--- src/rtl/vga_timing_pkg.sv ---
// ---------------------------------------------------------------------------
// vga_timing_pkg
//
// Shared timing constants and helper functions for the VGA raster generator.
//   - DEF_* : default 640x480@72Hz mode (front porch, sync, back porch, active)
//   - axis_blank / axis_total : derive blanking length and line/frame totals
//   - fits_width : true when a total fits a counter of the given width
// ---------------------------------------------------------------------------
package vga_timing_pkg;

    // Horizontal timing, in pixels
    localparam int unsigned DEF_H_ACTIVE = 640;
    localparam int unsigned DEF_H_FP     = 24;
    localparam int unsigned DEF_H_SYNC   = 40;
    localparam int unsigned DEF_H_BP     = 128;

    // Vertical timing, in lines
    localparam int unsigned DEF_V_ACTIVE = 480;
    localparam int unsigned DEF_V_FP     = 9;
    localparam int unsigned DEF_V_SYNC   = 3;
    localparam int unsigned DEF_V_BP     = 28;

    localparam int unsigned DEF_COORD_W  = 10;
    localparam int unsigned DEF_FRAME_W  = 8;

    // Blanking length of one axis: everything ahead of the visible region.
    function automatic int unsigned axis_blank(input int unsigned fp,
                                               input int unsigned sync,
                                               input int unsigned bp);
        return fp + sync + bp;
    endfunction

    // Full period of one axis.
    function automatic int unsigned axis_total(input int unsigned active,
                                               input int unsigned fp,
                                               input int unsigned sync,
                                               input int unsigned bp);
        return axis_blank(fp, sync, bp) + active;
    endfunction

    // A counter of 'width' bits can address 0..total-1 when total <= 2^width.
    function automatic bit fits_width(input int unsigned total,
                                      input int unsigned width);
        return 64'(total) <= (64'd1 << width);
    endfunction

endpackage

--- src/rtl/vga_timing_gen_if.sv ---
// ---------------------------------------------------------------------------
// vga_timing_gen_if
//
// Bundle between the raster timing generator and the pixel-generation logic.
//   px_en       : pixel advance enable (consumer -> generator)
//   resync      : restart raster at (0,0) (consumer -> generator)
//   hsync/vsync : sync pulses, polarity set by the generator parameters
//   activevideo : visible-area flag
//   x_px/y_px   : visible column/row, 0 outside the visible area
//   line_start  : one-clock pulse at the start of each line
//   frame_start : one-clock pulse at the start of each frame
//   frame_cnt   : completed-frame count
// Modports: master = generator side, slave = pixel-logic side.
// ---------------------------------------------------------------------------
interface vga_timing_gen_if #(
    parameter int unsigned COORD_W = 10,
    parameter int unsigned FRAME_W = 8
);

    logic               px_en;
    logic               resync;
    logic               hsync;
    logic               vsync;
    logic               activevideo;
    logic [COORD_W-1:0] x_px;
    logic [COORD_W-1:0] y_px;
    logic               line_start;
    logic               frame_start;
    logic [FRAME_W-1:0] frame_cnt;

    modport master (
        input  px_en,
        input  resync,
        output hsync,
        output vsync,
        output activevideo,
        output x_px,
        output y_px,
        output line_start,
        output frame_start,
        output frame_cnt
    );

    modport slave (
        output px_en,
        output resync,
        input  hsync,
        input  vsync,
        input  activevideo,
        input  x_px,
        input  y_px,
        input  line_start,
        input  frame_start,
        input  frame_cnt
    );

endinterface

--- src/rtl/vga_axis_counter.sv ---
// ---------------------------------------------------------------------------
// vga_axis_counter
//
// One raster axis: a 0..TOTAL-1 wrap counter with sync and active decode.
// The axis order is front porch, sync, back porch, then the visible region.
//   clk, reset : clock and synchronous active-high reset
//   en         : advance one position
//   load0      : force the count to 0 (wins over en)
//   wrap       : en on the last position without load0 (a natural wrap)
//   is_zero    : count is 0
//   sync       : FP <= count < FP+SYNC (raw, active high)
//   active     : count >= BLANK
//   pos        : count - BLANK inside the visible region, else 0
// ---------------------------------------------------------------------------
module vga_axis_counter #(
    parameter int unsigned TOTAL = 832,
    parameter int unsigned FP    = 24,
    parameter int unsigned SYNC  = 40,
    parameter int unsigned BLANK = 192,
    parameter int unsigned W     = 10
) (
    input  logic         clk,
    input  logic         reset,
    input  logic         en,
    input  logic         load0,
    output logic         wrap,
    output logic         is_zero,
    output logic         sync,
    output logic         active,
    output logic [W-1:0] pos
);

    localparam logic [W-1:0] LAST    = W'(TOTAL - 1);
    localparam logic [W-1:0] SYNC_LO = W'(FP);
    localparam logic [W-1:0] SYNC_HI = W'(FP + SYNC);
    localparam logic [W-1:0] BLANK_W = W'(BLANK);

    logic [W-1:0] cnt_q;
    logic [W-1:0] cnt_d;
    logic         at_last;

    assign at_last = (cnt_q == LAST);

    always_comb begin
        cnt_d = cnt_q;
        if (load0) begin
            cnt_d = '0;
        end else if (en) begin
            cnt_d = at_last ? '0 : cnt_q + 1'b1;
        end
    end

    always_ff @(posedge clk) begin
        if (reset) begin
            cnt_q <= '0;
        end else begin
            cnt_q <= cnt_d;
        end
    end

    assign wrap    = en & at_last & ~load0;
    assign is_zero = (cnt_q == '0);
    assign sync    = (cnt_q >= SYNC_LO) && (cnt_q < SYNC_HI);
    assign active  = (cnt_q >= BLANK_W);
    assign pos     = active ? (cnt_q - BLANK_W) : '0;

endmodule

--- src/rtl/vga_timing_gen.sv ---
// ---------------------------------------------------------------------------
// vga_timing_gen
//
// Parametrised VGA raster timing generator (default 640x480@72Hz).
// Two chained axis counters track the raster position (hc, vc); a single
// output register stage loads the decode of the current position on every
// px_en cycle, so all outputs lag the counters by one enabled pixel.
//   px_clk : sole clock
//   reset  : synchronous, active high; takes priority over resync
//   vga    : master side of vga_timing_gen_if (px_en/resync in, timing out)
// ---------------------------------------------------------------------------
module vga_timing_gen
    import vga_timing_pkg::*;
#(
    parameter int unsigned H_ACTIVE  = DEF_H_ACTIVE,
    parameter int unsigned H_FP      = DEF_H_FP,
    parameter int unsigned H_SYNC    = DEF_H_SYNC,
    parameter int unsigned H_BP      = DEF_H_BP,
    parameter int unsigned V_ACTIVE  = DEF_V_ACTIVE,
    parameter int unsigned V_FP      = DEF_V_FP,
    parameter int unsigned V_SYNC    = DEF_V_SYNC,
    parameter int unsigned V_BP      = DEF_V_BP,
    parameter bit          HSYNC_POL = 1'b0,
    parameter bit          VSYNC_POL = 1'b0,
    parameter int unsigned COORD_W   = DEF_COORD_W,
    parameter int unsigned FRAME_W   = DEF_FRAME_W
) (
    input logic              px_clk,
    input logic              reset,
    vga_timing_gen_if.master vga
);

    localparam int unsigned H_BLANK = axis_blank(H_FP, H_SYNC, H_BP);
    localparam int unsigned V_BLANK = axis_blank(V_FP, V_SYNC, V_BP);
    localparam int unsigned H_TOTAL = axis_total(H_ACTIVE, H_FP, H_SYNC, H_BP);
    localparam int unsigned V_TOTAL = axis_total(V_ACTIVE, V_FP, V_SYNC, V_BP);

    if (!fits_width(H_TOTAL, COORD_W)) begin : g_h_width_check
        $error("vga_timing_gen: H_TOTAL %0d does not fit COORD_W %0d", H_TOTAL, COORD_W);
    end
    if (!fits_width(V_TOTAL, COORD_W)) begin : g_v_width_check
        $error("vga_timing_gen: V_TOTAL %0d does not fit COORD_W %0d", V_TOTAL, COORD_W);
    end

    logic px_en;
    logic resync;
    logic load0;

    assign px_en  = vga.px_en;
    assign resync = vga.resync;
    // resync only counts on an enabled pixel
    assign load0  = px_en & resync;

    // ---------------------------------------------------------------------
    // Raster counters
    // ---------------------------------------------------------------------
    logic               h_wrap;
    logic               h_zero;
    logic               h_sync;
    logic               h_active;
    logic [COORD_W-1:0] h_pos;
    logic               v_wrap;
    logic               v_zero;
    logic               v_sync;
    logic               v_active;
    logic [COORD_W-1:0] v_pos;

    vga_axis_counter #(
        .TOTAL (H_TOTAL),
        .FP    (H_FP),
        .SYNC  (H_SYNC),
        .BLANK (H_BLANK),
        .W     (COORD_W)
    ) u_h_counter (
        .clk     (px_clk),
        .reset   (reset),
        .en      (px_en),
        .load0   (load0),
        .wrap    (h_wrap),
        .is_zero (h_zero),
        .sync    (h_sync),
        .active  (h_active),
        .pos     (h_pos)
    );

    // Vertical advances once per natural horizontal wrap; v_wrap is then
    // the natural wrap of the whole raster from the last pixel to (0,0).
    vga_axis_counter #(
        .TOTAL (V_TOTAL),
        .FP    (V_FP),
        .SYNC  (V_SYNC),
        .BLANK (V_BLANK),
        .W     (COORD_W)
    ) u_v_counter (
        .clk     (px_clk),
        .reset   (reset),
        .en      (h_wrap),
        .load0   (load0),
        .wrap    (v_wrap),
        .is_zero (v_zero),
        .sync    (v_sync),
        .active  (v_active),
        .pos     (v_pos)
    );

    // ---------------------------------------------------------------------
    // Output register stage
    // ---------------------------------------------------------------------
    logic               hsync_q,       hsync_d;
    logic               vsync_q,       vsync_d;
    logic               activevideo_q, activevideo_d;
    logic [COORD_W-1:0] x_px_q,        x_px_d;
    logic [COORD_W-1:0] y_px_q,        y_px_d;
    logic               line_start_q,  line_start_d;
    logic               frame_start_q, frame_start_d;
    logic [FRAME_W-1:0] frame_cnt_q,   frame_cnt_d;
    // Set when the counters reached (0,0) by a natural wrap rather than by
    // reset or resync; only such a frame start bumps frame_cnt.
    logic               nat_wrap_q,    nat_wrap_d;
    logic               in_active;

    assign in_active = h_active & v_active;

    always_comb begin
        hsync_d       = hsync_q;
        vsync_d       = vsync_q;
        activevideo_d = activevideo_q;
        x_px_d        = x_px_q;
        y_px_d        = y_px_q;
        line_start_d  = 1'b0;
        frame_start_d = 1'b0;
        frame_cnt_d   = frame_cnt_q;
        nat_wrap_d    = nat_wrap_q;
        if (px_en) begin
            hsync_d       = h_sync ? HSYNC_POL : ~HSYNC_POL;
            vsync_d       = v_sync ? VSYNC_POL : ~VSYNC_POL;
            activevideo_d = in_active;
            x_px_d        = in_active ? h_pos : '0;
            y_px_d        = in_active ? v_pos : '0;
            line_start_d  = h_zero;
            frame_start_d = h_zero & v_zero;
            if (h_zero && v_zero && nat_wrap_q) begin
                frame_cnt_d = frame_cnt_q + 1'b1;
            end
            nat_wrap_d    = v_wrap;
        end
    end

    always_ff @(posedge px_clk) begin
        if (reset) begin
            hsync_q       <= ~HSYNC_POL;
            vsync_q       <= ~VSYNC_POL;
            activevideo_q <= 1'b0;
            x_px_q        <= '0;
            y_px_q        <= '0;
            line_start_q  <= 1'b0;
            frame_start_q <= 1'b0;
            frame_cnt_q   <= '0;
            nat_wrap_q    <= 1'b0;
        end else begin
            hsync_q       <= hsync_d;
            vsync_q       <= vsync_d;
            activevideo_q <= activevideo_d;
            x_px_q        <= x_px_d;
            y_px_q        <= y_px_d;
            line_start_q  <= line_start_d;
            frame_start_q <= frame_start_d;
            frame_cnt_q   <= frame_cnt_d;
            nat_wrap_q    <= nat_wrap_d;
        end
    end

    assign vga.hsync       = hsync_q;
    assign vga.vsync       = vsync_q;
    assign vga.activevideo = activevideo_q;
    assign vga.x_px        = x_px_q;
    assign vga.y_px        = y_px_q;
    assign vga.line_start  = line_start_q;
    assign vga.frame_start = frame_start_q;
    assign vga.frame_cnt   = frame_cnt_q;

endmodule

--- src/flat_wrapper.sv ---
// flat-port wrapper written by rule: the top's interface ports become plain ports
module vga_timing_gen_flat import vga_timing_pkg::*;
#(
    parameter int unsigned H_ACTIVE  = DEF_H_ACTIVE,
    parameter int unsigned H_FP      = DEF_H_FP,
    parameter int unsigned H_SYNC    = DEF_H_SYNC,
    parameter int unsigned H_BP      = DEF_H_BP,
    parameter int unsigned V_ACTIVE  = DEF_V_ACTIVE,
    parameter int unsigned V_FP      = DEF_V_FP,
    parameter int unsigned V_SYNC    = DEF_V_SYNC,
    parameter int unsigned V_BP      = DEF_V_BP,
    parameter bit          HSYNC_POL = 1'b0,
    parameter bit          VSYNC_POL = 1'b0,
    parameter int unsigned COORD_W   = DEF_COORD_W,
    parameter int unsigned FRAME_W   = DEF_FRAME_W
)
  (px_clk, reset, vga_px_en, vga_resync, vga_hsync, vga_vsync, vga_activevideo, vga_x_px, vga_y_px, vga_line_start, vga_frame_start, vga_frame_cnt);
  vga_timing_gen_if #(.COORD_W(COORD_W), .FRAME_W(FRAME_W)) vga_i ();
  input logic px_clk;
  input logic reset;
  input wire logic [$bits(vga_i.px_en)-1:0] vga_px_en;
  input wire logic [$bits(vga_i.resync)-1:0] vga_resync;
  output wire logic [$bits(vga_i.hsync)-1:0] vga_hsync;
  output wire logic [$bits(vga_i.vsync)-1:0] vga_vsync;
  output wire logic [$bits(vga_i.activevideo)-1:0] vga_activevideo;
  output wire logic [$bits(vga_i.x_px)-1:0] vga_x_px;
  output wire logic [$bits(vga_i.y_px)-1:0] vga_y_px;
  output wire logic [$bits(vga_i.line_start)-1:0] vga_line_start;
  output wire logic [$bits(vga_i.frame_start)-1:0] vga_frame_start;
  output wire logic [$bits(vga_i.frame_cnt)-1:0] vga_frame_cnt;
  assign vga_i.px_en = vga_px_en;
  assign vga_i.resync = vga_resync;
  assign vga_hsync = vga_i.hsync;
  assign vga_vsync = vga_i.vsync;
  assign vga_activevideo = vga_i.activevideo;
  assign vga_x_px = vga_i.x_px;
  assign vga_y_px = vga_i.y_px;
  assign vga_line_start = vga_i.line_start;
  assign vga_frame_start = vga_i.frame_start;
  assign vga_frame_cnt = vga_i.frame_cnt;
  vga_timing_gen #(.H_ACTIVE(H_ACTIVE), .H_FP(H_FP), .H_SYNC(H_SYNC), .H_BP(H_BP), .V_ACTIVE(V_ACTIVE), .V_FP(V_FP), .V_SYNC(V_SYNC), .V_BP(V_BP), .HSYNC_POL(HSYNC_POL), .VSYNC_POL(VSYNC_POL), .COORD_W(COORD_W), .FRAME_W(FRAME_W)) u_core (.px_clk(px_clk), .reset(reset), .vga(vga_i));
endmodule
--- config.mk ---
export PLATFORM = sky130hd
export DESIGN_NAME = vga_timing_gen_flat
export DESIGN_NICKNAME = d
export VERILOG_FILES = /design/src/rtl/vga_timing_pkg.sv /design/src/rtl/vga_timing_gen_if.sv /design/src/rtl/vga_axis_counter.sv /design/src/rtl/vga_timing_gen.sv /design/src/flat_wrapper.sv
export SDC_FILE = /design/constraint.sdc
export NUM_CORES = 1
export LEC_CHECK = 0
export CAP_MARGIN = 20
export CORE_MARGIN = 1
export CORE_UTILIZATION = 40
export CTS_BUF_LIST = sky130_fd_sc_hd__clkbuf_4
export CTS_CLUSTER_SIZE = 8
export DETAILED_ROUTE_END_ITERATION = 8
export PLACE_DENSITY = 0.66
export SLEW_MARGIN = 20
export SYNTH_ARGS = -nofsm -noshare
export SYNTH_HDL_FRONTEND = slang
export SYNTH_SLANG_ARGS = --single-unit
--- constraint.sdc ---
create_clock -name px_clk -period 7.35 [get_ports px_clk]
set_clock_uncertainty 0.2 [all_clocks]
set_input_delay 1.47 -clock px_clk [delete_from_list [all_inputs] [get_ports px_clk]]
set_output_delay 1.47 -clock px_clk [all_outputs]
set_load 0.02 [all_outputs]
==> impl_metrics.env <==
export IMPL_outcome="finished, final reports clean"
export IMPL_via_per_inst=5.63
export IMPL_vdd_drop_max_mv=0.101
export IMPL_wirelength_um=5830
export IMPL_yosysWarnings=0
export IMPL_sequentialPowerShare_pct=60.4
export IMPL_route_detailed_drc=0
export IMPL_io_pins=37
export IMPL_antennaDiodeCount=0
export IMPL_setup_tns_ps=0
export IMPL_p_clk_share_pct=35.2
export IMPL_hp_class="register to register"
export IMPL_final_max_slew_viol_count=0
export IMPL_crit_type="primary input to register"
export IMPL_yosys_area_top_type="dfxtp_1"
export IMPL_clock_fmax_ghz=0.272
export IMPL_clkLatencyLatePin_ps=380
export IMPL_grt_pass1_vias=2045
export IMPL_vias=2309
export IMPL_grtUsageTotal_pct=17.4
export IMPL_cp_arrival_ps=3800
export IMPL_routedWlPerCell_um=14.2
export IMPL_synth_edf_count=0
export IMPL_grt_pass1_wl_um=9900
export IMPL_syn_cell_area_um2=2650
export IMPL_p_int_w=0.000374
export IMPL_htreeDepth=2
export IMPL_cts_clk_slew_worst_paths_ps=160
export IMPL_power_density_nw_per_um2=159
export IMPL_die_x_um=83.3
export IMPL_row_count=29
export IMPL_leakagePower_nw=1.00
export IMPL_cts_sinks=54
export IMPL_syn_nets=324
export IMPL_post_cts_setup_buffers=0
export IMPL_cts_buffers_inserted=5
export IMPL_yosysTopAreaCellShare_pct=40.9
export IMPL_port_buffers=36
export IMPL_combPwrFrac_pct=4.4
export IMPL_rsz0062_at_grt="false"
export IMPL_path_max_fanout=17
export IMPL_cts_root_buf="clkbuf_4"
export IMPL_gr_total_overflow=0
export IMPL_num_nets_final=348
export IMPL_gp_congestion=0.824
export IMPL_hold_violations=0
export IMPL_initial_core_util_pct=41.7
export IMPL_area_growth_pct=16.5
export IMPL_drtIter0Drc=158
export IMPL_grt_max_degree=37
export IMPL_min_period_ps=3670
export IMPL_postCtsHoldBufs=0
export IMPL_p_total_w=0.000489
export IMPL_cts_tree="built"
export IMPL_ys_ff_latch=54
export IMPL_fin_crit_sh_pct=50.0
export IMPL_cts_resized=0
export IMPL_crit_required_ps=7470
export IMPL_maxCapViolCount=0
export IMPL_hpwl_um=4170
export IMPL_synthCells=308
export IMPL_core_area_um2=6350
export IMPL_maxSlewHeadroom_pct=43.0
export IMPL_firstDrtPassIters=4
export IMPL_die_y_um=83.3
export IMPL_postSynthAreaPerCell_um2=8.59
export IMPL_layout_drive_gt1_share_pct=5.11
export IMPL_synthTopCellsByArea="dfxtp_1 (41%), ha_1 (5.7%), a21oi_1 (5.3%)"
export IMPL_antenna_found_initial=0
export IMPL_finalSetupViolCount=0
export IMPL_async_flop_share_pct=0
export IMPL_synthDistinctLibCells=49
export IMPL_synthFlopType="dfxtp_1"
export IMPL_clock_path_buffers=2
export IMPL_swShare_pct=23.6
export IMPL_fp_dieArea_um2=6940
export IMPL_synth_commonest_cells="dfxtp_1 (54), nor2_1 (30), a21oi_1 (28)"
export IMPL_seq_area_frac_synth_pct=40.9
export IMPL_cp_start_kind="primary input"
export IMPL_crit_path_end_kind="register"
export IMPL_p_sw_w=0.000115
export IMPL_synth_most_common_cell="dfxtp_1"
export IMPL_worst_pin_slew_ps=848
export IMPL_drtAntennaViolNets=0
==> worst paths after layout <==
check                         startpoint                       to  slack, ps  cells after the start
max reg2reg  u_core.u_h_counter.cnt_q[6]  u_core.vga.frame_cnt[4]       4690                      6
max                            vga_px_en  u_core.vga.frame_cnt[4]       3680                      5
min                   u_core.vga.y_px[9]       u_core.vga.y_px[9]        270                      2
min reg2reg           u_core.vga.y_px[9]       u_core.vga.y_px[9]        270                      2
==> final cells by class <==
type / count / area [um2]
fill: 608 / 3270
multi-input combinational: 220 / 1400
sequential: 54 / 1080
timing repair buffer: 38 / 375
tap: 77 / 96.3
inverter: 13 / 48.8
clock inverter: 3 / 43.8
clock buffer: 5 / 37.5
==> metrics by stage <==
step	area (um2)	std cells	utilization, %	hold slack (ps)	setup slack, ps
2_1_floorplan	2650	308	-	274	4300
3_3_place_gp	3000	402	47.3	249	3330
3_5_place_dp	3000	402	47.3	253	3260
4_1_cts	3080	410	48.5	274	3690
5_1_grt	3080	410	48.5	296	3520
6_report	3080	410	48.5	271	3680
==> flip-flops by register name, summed over array words and instances, names as in the netlist <==
signal                    cells
u_core.vga.line_start         1
u_core.u_h_counter.cnt_q     10
u_core.vga.y_px              10
u_core.u_v_counter.cnt_q     10
u_core.vga.frame_cnt          8
u_core.vga.x_px              10
u_core.vga.vsync              1
u_core.nat_wrap_q             1
u_core.vga.hsync              1
u_core.vga.frame_start        1
u_core.vga.activevideo        1
==> cells in the final DEF (no fill, tap or decap), drive strengths merged, types with 3 or more instances in the layout <==
| cell | netlist | final |
|---|---|---|
| dfxtp | 54 | 54 |
| clkdlybuf4s50 | 0 | 36 |
| nor2 | 30 | 30 |
| a21oi | 28 | 28 |
| nand2 | 22 | 22 |
| a22oi | 16 | 16 |
| o21ai | 14 | 14 |
| inv | 12 | 13 |
| ha | 12 | 12 |
| or4 | 10 | 10 |
| o31ai | 9 | 9 |
| nand3 | 9 | 9 |
| nor4 | 7 | 7 |
| xor2 | 7 | 7 |
| nand4 | 7 | 7 |
| xnor2 | 5 | 5 |
| and3 | 5 | 5 |
| or3 | 5 | 5 |
| clkbuf | 16 | 5 |
| nor3 | 4 | 4 |
| nand2b | 3 | 3 |
==> critical path, cell delays in order <==
cell,delay (ps)
clkdlybuf4s50_1,680
and4bb_2,310
nand4b_1,500
or4_1,690
a21oi_1,150
==> cell families (layout without fill, tap and decap cells) <==
family	Yosys count	count (layout)	share of synthesized area [%]
adder cells (fa/ha/maj)	12	12	5.67
AO/OA/AOI/OAI	79	79	18.7
multiplexers	1	1	0.378
AND/OR/NAND/NOR	116	116	24.1
buffers and inverters	34	59	6.29
flip-flops	54	54	40.9
XOR/XNOR	12	12	3.97
==> routing by layer <==
metal | share of wire (%) | GRT usage [%] | vias up
met5 | 0 | 0 | -
met4 | 1.3 | 5.17 | 0
met3 | 3.0 | 2.98 | 8
met2 | 45 | 26.9 | 44
met1 | 51 | 24.8 | 1089
li1 | - | - | 1168
==> power groups by stage <==
| stage | registers (W) | logic (W) | clock network, W |
|---|---|---|---|
| 2_1_floorplan | 0.000303 | 0.0000144 | 0 |
| 3_3_place_gp | 0.000302 | 0.0000214 | 0 |
| 3_5_place_dp | 0.000302 | 0.0000217 | 0 |
| 4_1_cts | 0.000296 | 0.0000216 | 0.000177 |
| 5_1_grt | 0.000296 | 0.0000237 | 0.000188 |
| 6_report | 0.000296 | 0.0000215 | 0.000172 |
Power figures use the tool's default switching activity.
